<file path="config.mk">
export PLATFORM = sky130hd
export DESIGN_NAME = rgb2ycbcr_matrix
export DESIGN_NICKNAME = d
export VERILOG_FILES = /design/src/rtl/rgb2ycbcr_matrix_pkg.sv /design/src/rtl/rgb2ycbcr_matrix_delayline.sv /design/src/rtl/rgb2ycbcr_matrix.sv
export SDC_FILE = /design/constraint.sdc
export NUM_CORES = 1
export LEC_CHECK = 0
export ABC_AREA = 0
export ABC_CLOCK_PERIOD_IN_PS = 6700
export CORE_MARGIN = 2
export CORE_UTILIZATION = 59
export CTS_BUF_LIST = sky130_fd_sc_hd__clkbuf_4 sky130_fd_sc_hd__clkbuf_8
export CTS_CLUSTER_DIAMETER = 100
export DETAILED_ROUTE_END_ITERATION = 6
export GPL_ROUTABILITY_DRIVEN = 0
export GPL_TIMING_DRIVEN = 0
export PLACE_DENSITY = 0.79
export SLEW_MARGIN = 20
export SYNTH_ARGS = -nofsm -noshare
export SYNTH_HDL_FRONTEND = slang
export SYNTH_SLANG_ARGS = --single-unit
</file>
<file path="constraint.sdc">
create_clock -name clk -period 6.7 [get_ports clk]
set_input_delay 1.34 -clock clk [delete_from_list [all_inputs] [get_ports clk]]
set_output_delay 1.34 -clock clk [all_outputs]
set_load 0.05 [all_outputs]
</file>
<file path="src/rtl/rgb2ycbcr_matrix_pkg.sv">
// Shared BT.601 full-range coefficients (FRAC=10), pipeline widths and the output saturate helper.
package rgb2ycbcr_matrix_pkg;

  localparam int COEF_FRAC = 10;
  localparam int COEF_W    = 11;
  localparam int PROD_W    = 19;
  localparam int SUM_W     = 20;
  localparam int LATENCY   = 3;

  localparam logic signed [COEF_W-1:0] C_YR  = 11'sd306;
  localparam logic signed [COEF_W-1:0] C_YG  = 11'sd601;
  localparam logic signed [COEF_W-1:0] C_YB  = 11'sd117;
  localparam logic signed [COEF_W-1:0] C_CBR = -11'sd173;
  localparam logic signed [COEF_W-1:0] C_CBG = -11'sd339;
  localparam logic signed [COEF_W-1:0] C_CBB = 11'sd512;
  localparam logic signed [COEF_W-1:0] C_CRR = 11'sd512;
  localparam logic signed [COEF_W-1:0] C_CRG = -11'sd429;
  localparam logic signed [COEF_W-1:0] C_CRB = -11'sd83;

  // Row-major: Y, Cb, Cr rows, each ordered R, G, B.
  localparam logic signed [COEF_W-1:0] COEF [9] = '{
    C_YR,  C_YG,  C_YB,
    C_CBR, C_CBG, C_CBB,
    C_CRR, C_CRG, C_CRB
  };

  // Saturate an already-shifted sum to [0, 255].
  function automatic logic [7:0] clamp_u8(input logic signed [SUM_W-1:0] v);
    if (v[SUM_W-1])          return 8'd0;
    else if (|v[SUM_W-2:8])  return 8'd255;
    else                     return v[7:0];
  endfunction

endpackage

</file>
<file path="src/rtl/rgb2ycbcr_matrix_delayline.sv">
// Generic ce-qualified shift register; DELAY stages, each WIDTH bits, cleared by async reset.
module delayLine #(
  parameter int DELAY = 3,
  parameter int WIDTH = 3
) (
  input  logic             clk,
  input  logic             rst,
  input  logic             ce,
  input  logic [WIDTH-1:0] din,
  output logic [WIDTH-1:0] dout
);

  logic [WIDTH-1:0] stage_q [DELAY];
  logic [WIDTH-1:0] stage_d [DELAY];

  always_comb begin
    for (int i = 0; i < DELAY; i++) stage_d[i] = stage_q[i];
    if (ce) begin
      stage_d[0] = din;
      for (int i = 1; i < DELAY; i++) stage_d[i] = stage_q[i-1];
    end
  end

  always_ff @(posedge clk or posedge rst) begin
    if (rst) begin
      for (int i = 0; i < DELAY; i++) stage_q[i] <= '0;
    end else begin
      for (int i = 0; i < DELAY; i++) stage_q[i] <= stage_d[i];
    end
  end

  assign dout = stage_q[DELAY-1];

endmodule

</file>
<file path="src/rtl/rgb2ycbcr_matrix.sv">
// Pipelined BT.601 RGB->YCbCr matrix: multiply, sum, shift+clamp; 3 ce-cycles latency.
// Sync bits ride a matching delayLine; ce=0 freezes data and sync together.
module rgb2ycbcr_matrix
  import rgb2ycbcr_matrix_pkg::*;
#(
  parameter int WIDTH = 8,
  parameter int FRAC  = COEF_FRAC
) (
  input  logic             clk,
  input  logic             rst,
  input  logic             ce,
  input  logic [WIDTH-1:0] r_in,
  input  logic [WIDTH-1:0] g_in,
  input  logic [WIDTH-1:0] b_in,
  input  logic             de_in,
  input  logic             hs_in,
  input  logic             vs_in,
  output logic [WIDTH-1:0] y_out,
  output logic [WIDTH-1:0] cb_out,
  output logic [WIDTH-1:0] cr_out,
  output logic             de_out,
  output logic             hs_out,
  output logic             vs_out
);

  localparam logic signed [SUM_W-1:0] RND = SUM_W'(1) <<< (FRAC - 1);
  localparam logic signed [SUM_W-1:0] OFF = SUM_W'(128) <<< FRAC;

  function automatic logic signed [PROD_W-1:0] mul(input logic [WIDTH-1:0] x,
                                                   input logic signed [COEF_W-1:0] c);
    return $signed({{(PROD_W-WIDTH){1'b0}}, x}) * PROD_W'(c);
  endfunction

  logic [WIDTH-1:0]        px [3];
  logic signed [PROD_W-1:0] prod_d [9];
  logic signed [PROD_W-1:0] prod_q [9];
  logic signed [SUM_W-1:0]  sum_d  [3];
  logic signed [SUM_W-1:0]  sum_q  [3];
  logic signed [SUM_W-1:0]  sh     [3];
  logic [WIDTH-1:0]         y_d, cb_d, cr_d;
  logic [WIDTH-1:0]         y_q, cb_q, cr_q;

  always_comb begin
    px[0] = r_in;
    px[1] = g_in;
    px[2] = b_in;
    for (int i = 0; i < 9; i++) begin
      prod_d[i] = ce ? mul(px[i % 3], COEF[i]) : prod_q[i];
    end
  end

  // Chroma rows sum to zero, so the 128 offset is folded in before the shift.
  always_comb begin
    for (int k = 0; k < 3; k++) begin
      sum_d[k] = sum_q[k];
      if (ce) begin
        sum_d[k] = SUM_W'(prod_q[3*k]) + SUM_W'(prod_q[3*k+1]) + SUM_W'(prod_q[3*k+2]) + RND;
        if (k != 0) sum_d[k] = sum_d[k] + OFF;
      end
    end
  end

  always_comb begin
    for (int k = 0; k < 3; k++) sh[k] = sum_q[k] >>> FRAC;
    y_d  = y_q;
    cb_d = cb_q;
    cr_d = cr_q;
    if (ce) begin
      y_d  = WIDTH'(clamp_u8(sh[0]));
      cb_d = WIDTH'(clamp_u8(sh[1]));
      cr_d = WIDTH'(clamp_u8(sh[2]));
    end
  end

  always_ff @(posedge clk or posedge rst) begin
    if (rst) begin
      for (int i = 0; i < 9; i++) prod_q[i] <= '0;
      for (int k = 0; k < 3; k++) sum_q[k]  <= '0;
      y_q  <= '0;
      cb_q <= '0;
      cr_q <= '0;
    end else begin
      for (int i = 0; i < 9; i++) prod_q[i] <= prod_d[i];
      for (int k = 0; k < 3; k++) sum_q[k]  <= sum_d[k];
      y_q  <= y_d;
      cb_q <= cb_d;
      cr_q <= cr_d;
    end
  end

  assign y_out  = y_q;
  assign cb_out = cb_q;
  assign cr_out = cr_q;

  delayLine #(
    .DELAY (LATENCY),
    .WIDTH (3)
  ) u_sync_dly (
    .clk  (clk),
    .rst  (rst),
    .ce   (ce),
    .din  ({de_in, hs_in, vs_in}),
    .dout ({de_out, hs_out, vs_out})
  );

endmodule

</file>
Word level (Yosys, flattened, before mapping)
Cells that the tools add are included.
{"block": "totals", "reg_bits": 231, "inputBits": 30, "output_inout_bits": 27, "elab_cells": 45}
{"block": "op_classes", "addsub": 11, "multipliers": 7, "mux": 6, "reduce_logical": 3}
{"cell": "$add A20 B11 Y20 const B", "n": 3}
{"cell": "$mux W8", "n": 6}
{"cell": "$add A18 B19 Y20", "n": 2}
{"cell": "$add A20 B19 Y20 const B", "n": 2}
{"cell": "$mul A9 B10 Y19 const B", "n": 2}
{"cell": "$add A19 B15 Y20", "n": 1}
{"cell": "$add A20 B17 Y20", "n": 1}
{"cell": "$add A20 B18 Y20", "n": 1}
{"cell": "$add A17 B18 Y19", "n": 1}
{"cell": "$mul A8 B10 Y18 const B", "n": 1}
{"cell": "$mul A9 B9 Y18 const B", "n": 1}
{"cell": "$mul A9 B8 Y17 const B", "n": 1}
{"cell": "$mul A8 B8 Y16 const B", "n": 1}
{"cell": "$mul A8 B7 Y15 const B", "n": 1}
{"cell": "$reduce_or A2 Y1", "n": 3}

Logic depth before layout (Yosys ltp)
{"block": "depth", "ltp_word": 4, "ltp_mapped": 18}

Modules after synthesis
A second synthesis with hierarchy kept.
{"block": "unflattened", "hier_cells": 1871, "area_unflattened_um2": 19497.4}
{"mod": "rgb2ycbcr_matrix", "n_inst": 1, "cells_each": 1848, "area_each_um2": 19099.6, "seq_area_each_um2": 4504.3}
{"mod": "delayLine", "n_inst": 1, "cells_each": 23, "area_each_um2": 397.9, "seq_area_each_um2": 225.2}

Least setup slack after synthesis
Ideal clock, no wire load.
{"block": "synth_timing", "path_kind": "input port to flip-flop", "startpoint": "in g_in[1]", "endpoint": "reg prod_q[93] (netlist bit)", "setup_time_ns": 0.137, "arrival_ns": 5.331, "t_required_ns": 6.563, "path_slack_ns": 1.232, "path_stages": 16, "path_buffers": 0, "cell_sequence": "inv_1 -> fa_1 -> inv_1 -> fa_1 -> inv_1 -> fa_1 -> fa_1 -> inv_1 -> ha_1 -> or3_1 -> a21o_1 -> a31oi_1 -> o21bai_1 -> a311oi_1 -> xor2_1 -> mux2i_1"}
{"block": "synth_between", "elab_chain_len": 1}
{"element": "start, declared", "line": "rgb2ycbcr_matrix.sv:13", "source": "input logic [WIDTH-1:0] g_in,"}
{"element": "$mul A9 B10 Y19", "line": "rgb2ycbcr_matrix.sv:31", "source": "return $signed({{(PROD_W-WIDTH){1'b0}}, x}) * PROD_W'(c);"}
{"element": "end, declared", "line": "rgb2ycbcr_matrix.sv:36", "source": "logic signed [PROD_W-1:0] prod_q [9];"}
Every way passes these cells.
A chain may end at the register's enable or synchronous reset.

Worst setup path in the final report
{"block": "layout_timing", "startpoint": "in g_in[0]", "endpoint": "reg prod_q[93] (netlist bit)"}
Same word-level chain as after synthesis.

==> results.md <==
STA:
- The worst clock skew is 0.0248 ns.
- The worst-case hold slack is 0.493 ns.
- Setup violations remaining at the end of the flow were counted as 0.
- Based on the critical path, the design can be clocked at up to 155 MHz.
- Setup repair after global routing left no endpoint under its margin.
- After routing, the total negative slack on setup checks comes to 0 ns.
- The final count of hold timing violations is 0.
- The final count of pins violating max slew is 0.
- At the pin with the least slew margin, the transition time is 1.08 ns.
- The worst max-slew margin expressed relative to the limit is 28.0%.
- The worst path uses 96.4% of the clock period.
- For the finished layout, the period the worst path requires is 6.46 ns.

Global route:
- The aggregate global routing overflow is 0.
- The pin count of the biggest net entering global routing is 80.
- The wire length of the first global-routing pass is 71.8 mm.
- The via count of the first global-routing pass is 13782.
- The number of antenna violations at the first check in global routing is 1.
- The overall fraction of global-route tracks in use is 27.2%.

Logic synthesis:
- Counting flops with an async set or reset pin after synthesis yields a share of 100%.
- The synthesized design devotes to its leading area cell type 27.0% of total area.
- The synthesized netlist net count is 2428.
- The number of distinct standard cells referenced by the synthesized netlist is 58.
- The mapped netlist covers 19300 um2.
- The register bit count reported by yosys is 189.
- The synthesized instance count is 1840.
- Among all flip-flop cells after synthesis, the most frequent one is sky130_fd_sc_hd__dfrtp_1.
- Summing the sequential cell areas from Yosys gives 24.5% of the chip area.
- The cell type with the highest aggregate area in the netlist is sky130_fd_sc_hd__ha_1.
- The synthesized design contains 0 enable-type register cells.
- The number of warnings issued by yosys is 0.
- In the post-synthesis netlist, the biggest area contributors are sky130_fd_sc_hd__ha_1 (27%), sky130_fd_sc_hd__dfrtp_1 (25%), sky130_fd_sc_hd__fa_1 (15%), sky130_fd_sc_hd__mux2_2 (6.8%), sky130_fd_sc_hd__inv_1 (6.2%).
- Dividing the synthesized area by the synthesized cell count gives 10.5 um2.

Route:
- The total via count after detailed routing is 13633.
- Summed over all layers, the routed wires come to 44.1 mm.
- The detail route stage leaves a number of antenna-violating nets equal to 0.
- The first routing iteration left 900 violations.
- The first TritonRoute pass finished after 5 iterations.
- After detailed routing, the average wire length per cell comes to 18.6 um.
- The vias per cell is 5.75.
- For this run, design rule violations remaining after detail routing come to 0.

CTS:
- The tree built by TritonCTS fans out to 189 sinks.
- The clock root buffer master is sky130_fd_sc_hd__clkbuf_8.
- The number of post-CTS setup repair buffers is 0.
- The clock tree from TritonCTS is done.
- The clock insertion delay at the later pin of the skew report is 0.48 ns.
- The number of levels in the clock H-tree is 4.
- The number of clock buffers added by TritonCTS is 17.
- Clock-pin slew was measured on the worst setup and hold paths at 0.12 ns.
- The maximum clock insertion buffer count is 2.

Layout:
- In the final design database the tool counted 2504 nets.
- Relative to the synthesized area, the layout overhead comes to 8.11%.
- In the layout the commonest cells are sky130_fd_sc_hd__ha_1 (416), sky130_fd_sc_hd__inv_1 (319), sky130_fd_sc_hd__dfrtp_1 (189).
- After the flow finishes, the layout carries non-filler instances totaling 2372.
- The layout filler cell count is 2565.
- The share of cells above drive strength 1 is 8.29%.
- The library cell used most frequently in the layout, excluding fill and tap cells, is sky130_fd_sc_hd__ha_1.
- Once layout is done, the placed cells without fillers occupy 20900 um2.

Worst setup path:
- The endpoint identified for the worst register-to-register timing path is sh[29].
- The worst-case register-to-register setup slack is 3.07 ns.
- The endpoint of the worst setup timing path is prod_q[93].
- The number of buffer and inverter stages on the critical path is 5.
- The worst register-to-register path begins at prod_q[82].
- The critical path capture point type is a flip-flop.
- The data arrival time at the worst-slack endpoint is 6.80 ns.
- The number of gates on the worst path with buffers counted is 17.
- The required time of the critical path is 7.04 ns.
- The worst register-to-register path has a depth of 11.
- Traced cell by cell, the critical path runs through clkdlybuf4s50_1, inv_1, fa_1, inv_1, fa_1, inv_1, fa_1, fa_1, inv_1, ha_1, or3_1, a21o_1, a31oi_1, o21bai_1, a311oi_1, xor2_1, mux2i_1.
- On the worst path, the slowest cell contributes a delay of 0.82 ns.
- STA classifies the critical path startpoint as an input port.
- The critical path is of the in2reg type.
- The maximum fanout encountered on the critical timing path is 9.
- The timing startpoint of the critical path is g_in[0].
- The highest-delay cell along the critical path is sky130_fd_sc_hd__clkdlybuf4s50_1.
- The dominant delay contributor by cell family on the critical path is adder cells.

Pwr:
- VDD sags by at most 0.338 mV.
- The sum of internal, switching and leakage power is 10.4 mW.
- The analysis attributes to cell leakage a power of 10.7 nW.
- The total power divided by cell area is 498 nW/um2.

Place:
- Once placement completed, the tool counted placed cells totaling 2339.
- During placement, the flow inserted port buffers numbering 55.
- The instance area after placement is 20500 um2.
- The final HPWL from detailed placement is 36.1 mm.

Floorplanning:
- The overall die width is 185 um.
- For this design the top-level I/O count stands at 57.
- The starting utilization of the core area is 59.6%.
- The die height is 185 um.
- The floorplan has 66 rows.
- The core region area is 32400 um2.
- The die covers 34200 um2.

Status:
- The run finished with clean final reports.

Min path:
- The worst hold path belongs to the class reg2reg.

Run:
- The number of maximum-capacitance constraint violations is 0.
layer usage:
layer,part of all wire [%],vias up,GRT usage (%),wire length [um]
met5,0,-,0,0
met4,3.6,0,9.14,1570
met3,5.3,94,3.54,2350
met2,46,385,45.2,20500
met1,45,6760,36.8,19700
li1,-,6394,-,-
cell type report:
class	instances	area, um2	area share [%]
Multi-Input combinational cell	1294	13200	63.4
Sequential cell	189	4730	22.7
Inverter	320	1210	5.79
Timing Repair Buffer	57	611	2.93
Tap cell	442	553	2.65
Clock buffer	18	248	1.19
Clock inverter	14	143	0.684
Buffer	37	140	0.672
Antenna cell	1	2.50	0.0120
synthesized netlist by cell type (all sizes together) (7+ instances only):
cell and count:
a31oi 10, dfrtp 189, buf 15, o21ai 43, o21a 8, nor3 17, and3 8, xor2 17
nand3b 7, nor2b 8, clkbuf 22, o21bai 22, fa 142, nand3 17, nand2 76, a211oi 9
inv 320, ha 416, a21o 34, a21oi 79, o211ai 7, mux2 117, o31ai 30, nor2 74
xnor2 81
worst min-delay path: stages, from the launching register on:
cell and delay [ns]:
sky130_fd_sc_hd__dfrtp_1 0.35, sky130_fd_sc_hd__nand2_1 0.05, sky130_fd_sc_hd__o31ai_1 0.06
where the power goes:
| part | switching, mW | total (mW) | leakage (nW) | internal, mW |
|---|---|---|---|---|
| sequential | 0.370 | 2.01 | 2.23 | 1.64 |
| combinational | 4.18 | 7.61 | 8.27 | 3.43 |
| clock | 0.478 | 0.767 | 0.198 | 0.289 |
through the flow:
stage | setup slack, ns | utilization, %
floorplan | 0.218 | -
global placement | -2.13 | 63.0
detailed placement | -0.419 | 63.2
finish | 0.239 | 64.5
global route | 0.0242 | 64.5
CTS | 0.114 | 64.4
registers in the layout, summed over array words and instances (netlist names):
signal,flops
u_sync_dly.dout,3
prod_q,126
u_sync_dly.stage_q,6
y_out,8
sh,30
cr_out,8
cb_out,8
worst min path at each step:
| stage | from | to | slack [ns] | depth (start not counted) |
|---|---|---|---|---|
| global route | y_out[4] | y_out[4] | 0.51 | 2 |
| floorplan | sh[5] | sh[5] | 0.45 | 2 |
| global placement | y_out[1] | y_out[1] | 0.46 | 2 |
| CTS | y_out[4] | y_out[4] | 0.49 | 2 |
| detailed placement | y_out[4] | y_out[4] | 0.47 | 2 |
| finish | y_out[4] | y_out[4] | 0.49 | 2 |
timing repair:
item                                    CTS  global route
resized for setup                         0             2
hold buffers                              0             0
endpoints found under the setup margin    0             2
cell families after synthesis:
group | share of synthesized area (%)
simple gates | 5.29
mux | 7.03
fa+ha+maj | 41.7
buf+inv | 6.94
compound gates | 10.1
xor+xnor | 4.45
flops | 24.5
Note: power is estimated with default switching activity, not from simulation.
